--- config.mk ---
export PLATFORM = sky130hd
export DESIGN_NAME = seg_scan_driver_flat
export DESIGN_NICKNAME = d
export VERILOG_FILES = /design/src/rtl/seg_scan_driver_pkg.sv /design/src/rtl/seg_scan_driver_if.sv /design/src/rtl/seg_scan_driver_scan_tick_gen.sv /design/src/rtl/seg_scan_driver.sv /design/src/flat_wrapper.sv
export SDC_FILE = /design/constraint.sdc
export NUM_CORES = 1
export LEC_CHECK = 0
export ABC_AREA = 1
export BUFFER_PORTS_ARGS = -buffer_cell sky130_fd_sc_hd__buf_2
export CORE_MARGIN = 10
export CORE_UTILIZATION = 33
export CTS_BUF_LIST = sky130_fd_sc_hd__clkbuf_4 sky130_fd_sc_hd__clkbuf_8
export CTS_CLUSTER_SIZE = 16
export DETAILED_ROUTE_END_ITERATION = 8
export GPL_ROUTABILITY_DRIVEN = 0
export SYNTH_ARGS = -nofsm -noshare
export SYNTH_HDL_FRONTEND = slang
export SYNTH_SLANG_ARGS = --single-unit
--- constraint.sdc ---
create_clock -name clk -period 4.4 [get_ports clk]
set_clock_uncertainty 0.1 [all_clocks]
set_input_delay 0.88 -clock clk [delete_from_list [all_inputs] [get_ports clk]]
set_output_delay 0.88 -clock clk [all_outputs]
set_load 0.01 [all_outputs]
--- src/rtl/seg_scan_driver_pkg.sv ---
// Shared constants and types for the 8-digit multiplexed 7-segment scan driver.
package seg_pkg;

    localparam int         NUM_DIGITS = 8;
    localparam logic [6:0] SEG_DARK   = 7'h7F;
    localparam logic [7:0] AN_OFF     = 8'hFF;

    typedef enum logic [0:0] {
        ST_SCAN = 1'b0,
        ST_DEAD = 1'b1
    } scan_state_e;

    typedef logic [2:0] digit_idx_t;

    // Active-low one-hot digit enable for the selected digit.
    function automatic logic [7:0] an_decode(input digit_idx_t idx);
        return ~(8'b1 << idx);
    endfunction

endpackage

--- src/rtl/seg_scan_driver_if.sv ---
// Display-side bundle: digit codes and enable in, multiplexed pin drive out.
interface seg_scan_if;
    import seg_pkg::*;

    logic                  enable;
    logic [6:0]            led0;
    logic [6:0]            led1;
    logic [6:0]            led2;
    logic [6:0]            led3;
    logic [6:0]            led4;
    logic [6:0]            led5;
    logic [6:0]            led6;
    logic [6:0]            led7;
    logic [6:0]            seg;
    logic [NUM_DIGITS-1:0] an;
    logic                  frame_start;

    // master: the display/blink stage feeding codes; slave: the scan driver.
    modport master (
        output enable, led0, led1, led2, led3, led4, led5, led6, led7,
        input  seg, an, frame_start
    );

    modport slave (
        input  enable, led0, led1, led2, led3, led4, led5, led6, led7,
        output seg, an, frame_start
    );
endinterface

--- src/rtl/seg_scan_driver_scan_tick_gen.sv ---
// Per-digit slot prescaler: counts 0..DIV-1 with a synchronous clear; tick at terminal count.
module scan_tick_gen
    import seg_pkg::*;
#(
    parameter int DIV = 10,
    parameter int CW  = (DIV > 1) ? $clog2(DIV) : 1
) (
    input  logic          clk,
    input  logic          rst_n,
    input  logic          clr,
    output logic          tick,
    output logic [CW-1:0] cnt
);

    logic [CW-1:0] cnt_q;
    logic [CW-1:0] cnt_d;

    assign tick = (cnt_q == CW'(DIV - 1));
    assign cnt  = cnt_q;

    always_comb begin
        cnt_d = cnt_q + CW'(1);
        if (clr || tick) begin
            cnt_d = '0;
        end
    end

    always_ff @(posedge clk) begin
        if (!rst_n) begin
            cnt_q <= '0;
        end else begin
            cnt_q <= cnt_d;
        end
    end

endmodule

--- src/rtl/seg_scan_driver.sv ---
// 8-digit 7-segment scan driver with frame-synchronous shadow capture.
// Optional blanking at the start of every slot when SEG_SCAN_DEADTIME_EN is defined.
module seg_scan_driver
    import seg_pkg::*;
#(
    parameter int CLK_HZ      = 50_000_000,
    parameter int SCAN_HZ     = 1000,
    parameter int DEAD_CYCLES = 16
) (
    input  logic clk,
    input  logic rst_n,
    seg_scan_if.slave bus
);

    localparam int DIV = CLK_HZ / SCAN_HZ;
    localparam int CW  = (DIV > 1) ? $clog2(DIV) : 1;

    logic [NUM_DIGITS-1:0][6:0] led_in;
    logic [NUM_DIGITS-1:0][6:0] shadow_q;
    logic [NUM_DIGITS-1:0][6:0] shadow_d;
    digit_idx_t                 idx_q;
    digit_idx_t                 idx_d;
    logic [6:0]                 seg_q;
    logic [6:0]                 seg_d;
    logic [NUM_DIGITS-1:0]      an_q;
    logic [NUM_DIGITS-1:0]      an_d;
    logic                       frame_start_q;
    logic                       frame_start_d;
    scan_state_e                state_q;
    scan_state_e                state_d;
    logic                       run_q;

    logic          en;
    logic          start;
    logic          slot_begin;
    logic          frame_load;
    logic          tick;
    logic [CW-1:0] cnt;
    logic [6:0]    drive_seg;
    logic [7:0]    drive_an;

    assign led_in = {bus.led7, bus.led6, bus.led5, bus.led4,
                     bus.led3, bus.led2, bus.led1, bus.led0};

    // First enabled cycle after idle/reset restarts the frame as if a boundary had occurred.
    assign en         = bus.enable;
    assign start      = en && !run_q;
    assign slot_begin = start || (en && run_q && tick);
    assign frame_load = start || (en && run_q && tick && (idx_q == 3'd7));

    scan_tick_gen #(
        .DIV (DIV),
        .CW  (CW)
    ) u_tick (
        .clk   (clk),
        .rst_n (rst_n),
        .clr   (!en || start),
        .tick  (tick),
        .cnt   (cnt)
    );

    always_comb begin
        idx_d = idx_q;
        if (!en || start) begin
            idx_d = '0;
        end else if (tick) begin
            idx_d = idx_q + 3'd1;
        end
    end

    // Shadow and new index feed the output registers directly so seg/an change on the load edge.
    assign shadow_d      = frame_load ? led_in : shadow_q;
    assign drive_seg     = shadow_d[idx_d];
    assign drive_an      = an_decode(idx_d);
    assign frame_start_d = frame_load;

    always_comb begin
        seg_d   = seg_q;
        an_d    = an_q;
        state_d = state_q;
        if (!en) begin
            seg_d   = SEG_DARK;
            an_d    = AN_OFF;
            state_d = ST_SCAN;
        end else if (slot_begin) begin
`ifdef SEG_SCAN_DEADTIME_EN
            if (DEAD_CYCLES > 0) begin
                seg_d   = SEG_DARK;
                an_d    = AN_OFF;
                state_d = ST_DEAD;
            end else begin
                seg_d   = drive_seg;
                an_d    = drive_an;
                state_d = ST_SCAN;
            end
        end else if ((state_q == ST_DEAD) && (cnt == CW'(DEAD_CYCLES - 1))) begin
            seg_d   = drive_seg;
            an_d    = drive_an;
            state_d = ST_SCAN;
`else
            seg_d   = drive_seg;
            an_d    = drive_an;
`endif
        end
    end

`ifndef SEG_SCAN_DEADTIME_EN
    logic unused_dead;
    assign unused_dead = ^{cnt, (DEAD_CYCLES < DIV)};
`endif

    always_ff @(posedge clk) begin
        if (!rst_n) begin
            shadow_q      <= {NUM_DIGITS{SEG_DARK}};
            idx_q         <= '0;
            seg_q         <= SEG_DARK;
            an_q          <= AN_OFF;
            frame_start_q <= 1'b0;
            state_q       <= ST_SCAN;
            run_q         <= 1'b0;
        end else begin
            shadow_q      <= shadow_d;
            idx_q         <= idx_d;
            seg_q         <= seg_d;
            an_q          <= an_d;
            frame_start_q <= frame_start_d;
            state_q       <= state_d;
            run_q         <= en;
        end
    end

    assign bus.seg         = seg_q;
    assign bus.an          = an_q;
    assign bus.frame_start = frame_start_q;

endmodule

--- src/flat_wrapper.sv ---
// flat-port wrapper written by rule: the top's interface ports become plain ports
module seg_scan_driver_flat import seg_pkg::*;
#(
    parameter int CLK_HZ      = 50_000_000,
    parameter int SCAN_HZ     = 1000,
    parameter int DEAD_CYCLES = 16
)
  (clk, rst_n, bus_enable, bus_led0, bus_led1, bus_led2, bus_led3, bus_led4, bus_led5, bus_led6, bus_led7, bus_seg, bus_an, bus_frame_start);
  seg_scan_if bus_i ();
  input  logic clk;
  input  logic rst_n;
  input wire logic [$bits(bus_i.enable)-1:0] bus_enable;
  input wire logic [$bits(bus_i.led0)-1:0] bus_led0;
  input wire logic [$bits(bus_i.led1)-1:0] bus_led1;
  input wire logic [$bits(bus_i.led2)-1:0] bus_led2;
  input wire logic [$bits(bus_i.led3)-1:0] bus_led3;
  input wire logic [$bits(bus_i.led4)-1:0] bus_led4;
  input wire logic [$bits(bus_i.led5)-1:0] bus_led5;
  input wire logic [$bits(bus_i.led6)-1:0] bus_led6;
  input wire logic [$bits(bus_i.led7)-1:0] bus_led7;
  output wire logic [$bits(bus_i.seg)-1:0] bus_seg;
  output wire logic [$bits(bus_i.an)-1:0] bus_an;
  output wire logic [$bits(bus_i.frame_start)-1:0] bus_frame_start;
  assign bus_i.enable = bus_enable;
  assign bus_i.led0 = bus_led0;
  assign bus_i.led1 = bus_led1;
  assign bus_i.led2 = bus_led2;
  assign bus_i.led3 = bus_led3;
  assign bus_i.led4 = bus_led4;
  assign bus_i.led5 = bus_led5;
  assign bus_i.led6 = bus_led6;
  assign bus_i.led7 = bus_led7;
  assign bus_seg = bus_i.seg;
  assign bus_an = bus_i.an;
  assign bus_frame_start = bus_i.frame_start;
  seg_scan_driver #(.CLK_HZ(CLK_HZ), .SCAN_HZ(SCAN_HZ), .DEAD_CYCLES(DEAD_CYCLES)) u_core (.clk(clk), .rst_n(rst_n), .bus(bus_i));
endmodule
==> flow_metrics.py <==
metrics = {
    "clocking": {
        "cts_buffers": 9,
        "cts-root-buf": "clkbuf_8",
        "clk_pin_slew_worst_paths_ns": 0.09,
        "worstSkewPairLatency_ns": 0.37,
        "cts_hold_buf": 0,
        "h-tree-depth": 3,
        "clock-sinks": 92,
        "post_cts_resized": 0,
        "cts_tree": "yes",
        "cts.path.max_buffers": 2,
        "post-cts-setup-buffers": 0,
    },
    "yosys": {
        "synth_cell_types": 34,
        "syn_inst": 654,
        "avgSynthCellArea_sq_um": 6.76,
        "ys_warn_count": 0,
        "synth_seq_cells": 92,
        "synth_edf_count": 0,
        "async_flop_share_pct": 0,
        "syn-num-nets": 716,
        "seq_area_frac_synth_pct": 41.6,
        "syn-cell-area_sq_um": 4420,
        "synth_flop_cell": "dfxtp_1",
    },
    "final_layout": {
        "stdcell_area_sq_um": 5020,
        "area_growth_syn_to_layout_pct": 13.6,
        "fin_nets": 775,
        "drive_gt1_share_pct": 16.6,
    },
    "floorplan": {
        "io_pins": 75,
        "rows": 42,
        "core_area_sq_um": 13200,
        "die_h_um": 136,
        "die_w_um": 136,
        "initial_core_util_pct": 33.5,
        "die_area_sq_um": 18400,
    },
    "critical_path": {
        "reg2reg_slack_ns": 1.61,
        "reg2reg_from": "u_core.idx_q[0]",
        "rr_worst_depth": 12,
        "crit_path_end_kind": "register",
        "crit_fanout": 50,
        "required_ns": 4.57,
        "rr_endpoint": "u_core.bus.seg[2]",
        "crit_path_start_kind": "input port",
        "crit_arrival_ns": 3.22,
        "crit_path_max_incr_delay_ns": 0.57,
        "crit_path_frequent_cell": "nand2_1",
        "crit_chain": "buf_2 -> nand2_1 -> nand2_1 -> buf_4 -> nand2_2 -> o21ai_0 -> nor2_1 -> nor2_1 -> nand2_1 -> nand3_1 -> nand2_1",
        "slowest_stage": "nand2_2",
        "path_class": "input port to register",
    },
    "drt": {
        "ant_nets": 0,
        "vias": 4138,
        "drtIter0Drc": 321,
        "drt_pre_antenna_iters": 7,
        "wire_per_inst_um": 13.8,
        "drc_errors": 0,
        "wirelength_um": 12300,
        "vias_per_cell": 4.63,
    },
    "pwr": {
        "p_switching_uw": 435,
        "swShare_pct": 27.1,
        "comb_power_share_pct": 12.7,
        "power.internal_uw": 1170,
        "irDropWorstVdd_v": 0.000117,
        "clock_power_share_pct": 32.3,
        "cellPowerDensity_nw_per_um2": 319,
        "p_leak_uw": 0.00257,
        "seqPwrFrac_pct": 54.9,
    },
    "min_path": {
        "holdPathEnd": "u_core.u_tick.cnt[0]",
        "worstHoldStart": "u_core.u_tick.cnt[0]",
        "hold_depth": 1,
        "min_path_type": "register to register",
    },
    "placement": {
        "dpl-instance-area_sq_um": 4860,
        "port-buffer-count": 74,
        "pre_cts_slack_ns": 0.980,
        "dpl.hpwl_um": 8860,
    },
    "job": {
        "cap_viol_max_count": 0,
    },
    "timing": {
        "fmax_ghz": 0.328,
        "tightest_slew_ns": 0.937,
        "slew_headroom_pct": 37.3,
        "slew_viol_final": 0,
        "tns_ns": 0,
        "rsz0062_at_grt": "no",
        "fin_crit_ns": 3.05,
        "setup_slack_ns": 1.35,
        "finalHoldViolCount": 0,
        "setup_viol": 0,
        "fin_crit_sh_pct": 69.3,
    },
    "grt": {
        "grt_max_degree": 51,
        "grt_overflow": 0,
        "grt_usage_pct": 13.4,
        "antenna_found_initial": 1,
        "grt_pass1_vias": 3821,
        "grt_pass1_wl_um": 19600,
    },
    "status": {
        "status": "finished clean",
    },
}
==> area by class of cell <==
| cell class | instances | area, sq um |
|---|---|---|
| antenna | 1 | 2.50 |
| clock buffer | 12 | 153 |
| clock inverter | 2 | 12.5 |
| fill | 1444 | 8170 |
| inverter | 55 | 206 |
| multi-input combinational | 477 | 2190 |
| sequential | 92 | 1840 |
| tap | 176 | 220 |
| timing repair buffer | 78 | 400 |
==> cells in the mapped netlist, drive strengths merged, types with 2 or more instances <==
library cell	number	area share, %
a21oi	19	2.1
buf	20	3.4
clkbuf	10	0.85
dfxtp	92	42
ha	3	0.85
inv	54	4.6
nand2	254	22
nand3	102	12
nand4	6	1.2
nor2	60	6.4
nor3	2	0.23
nor3b	3	0.51
o21ai	16	1.8
or2	4	0.57
xor2	4	0.79
==> layout by cell type, fill, tap and decap left out, drive strengths merged <==
cell type  instances
inv               54
nor2              60
diode              1
buf               78
a21oi             19
o21ai             16
clkbuf            12
dfxtp             92
nand3b             1
o21a               1
clkinv             2
nor3               2
nand4              6
nor3b              3
xnor2              1
or2                4
clkinvlp           1
nand2            254
and2               1
nand3            102
xor2               4
ha                 3
==> state kept, by name, indices dropped and copies added, names as in the netlist <==
signal and count:
u_core.shadow_q 56, u_core.bus.an 8, u_core.idx_q 3, u_core.run_q 1, u_core.u_tick.cnt 16, u_core.bus.seg 7
u_core.bus.frame_start 1
==> how the worst max path moves through the flow <==
| stage | to | startpoint |
|---|---|---|
| 2_1_floorplan | u_core.bus.seg[0] | bus_enable |
| 3_3_place_gp | u_core.bus.seg[6] | bus_enable |
| 3_5_place_dp | u_core.bus.seg[6] | bus_enable |
| 4_1_cts | u_core.bus.seg[6] | bus_enable |
| 5_1_grt | u_core.bus.seg[6] | bus_enable |
| 6_report | u_core.bus.seg[2] | bus_enable |
==> cells by family after synthesis <==
| logic type | after synthesis | share of synthesized area [%] |
|---|---|---|
| AO/OA/AOI/OAI | 36 | 4.13 |
| XOR/XNOR | 5 | 0.990 |
| adder cells (fa/ha/maj) | 3 | 0.849 |
| buffers and inverters | 85 | 8.91 |
| flip-flops | 92 | 41.6 |
| AND/OR/NAND/NOR | 433 | 43.5 |
==> worst max-delay path: cells and delay by family <==
family	cells	cell delay, ns
AOI/OAI and AO/OA	1	0.49
buffers and inverters	2	0.36
and+or+nand+nor	8	1.46
==> power by group through the flow <==
stage	Sequential, uW	Clock, uW	Combinational [uW]
final	881	518	204
after global routing	885	560	235
after CTS	881	533	206
after detailed placement	900	0	205
after global placement	900	0	204
after floorplan	900	0	139
==> per-stage QoR <==
| stage | instances | total power, uW | hold WS (ns) | utilization (%) |
|---|---|---|---|---|
| after detailed placement | 878 | 1110 | 0.338 | 36.8 |
| after floorplan | 654 | 1040 | 0.318 | - |
| after CTS | 892 | 1620 | 0.356 | 38.1 |
| final | 893 | 1600 | 0.351 | 38.1 |
| after global placement | 878 | 1100 | 0.329 | 36.8 |
| after global routing | 892 | 1680 | 0.377 | 38.1 |
==> metal layers <==
metal,vias up,part of all wire (%),wire length [um],track usage [%]
li1,2172,-,-,-
met3,17,6.4,792,3.49
met1,1831,49,6090,18.0
met2,118,42,5200,19.7
met5,-,0,0,0
met4,0,1.9,233,5.80
Power figures use the tool's default switching activity.
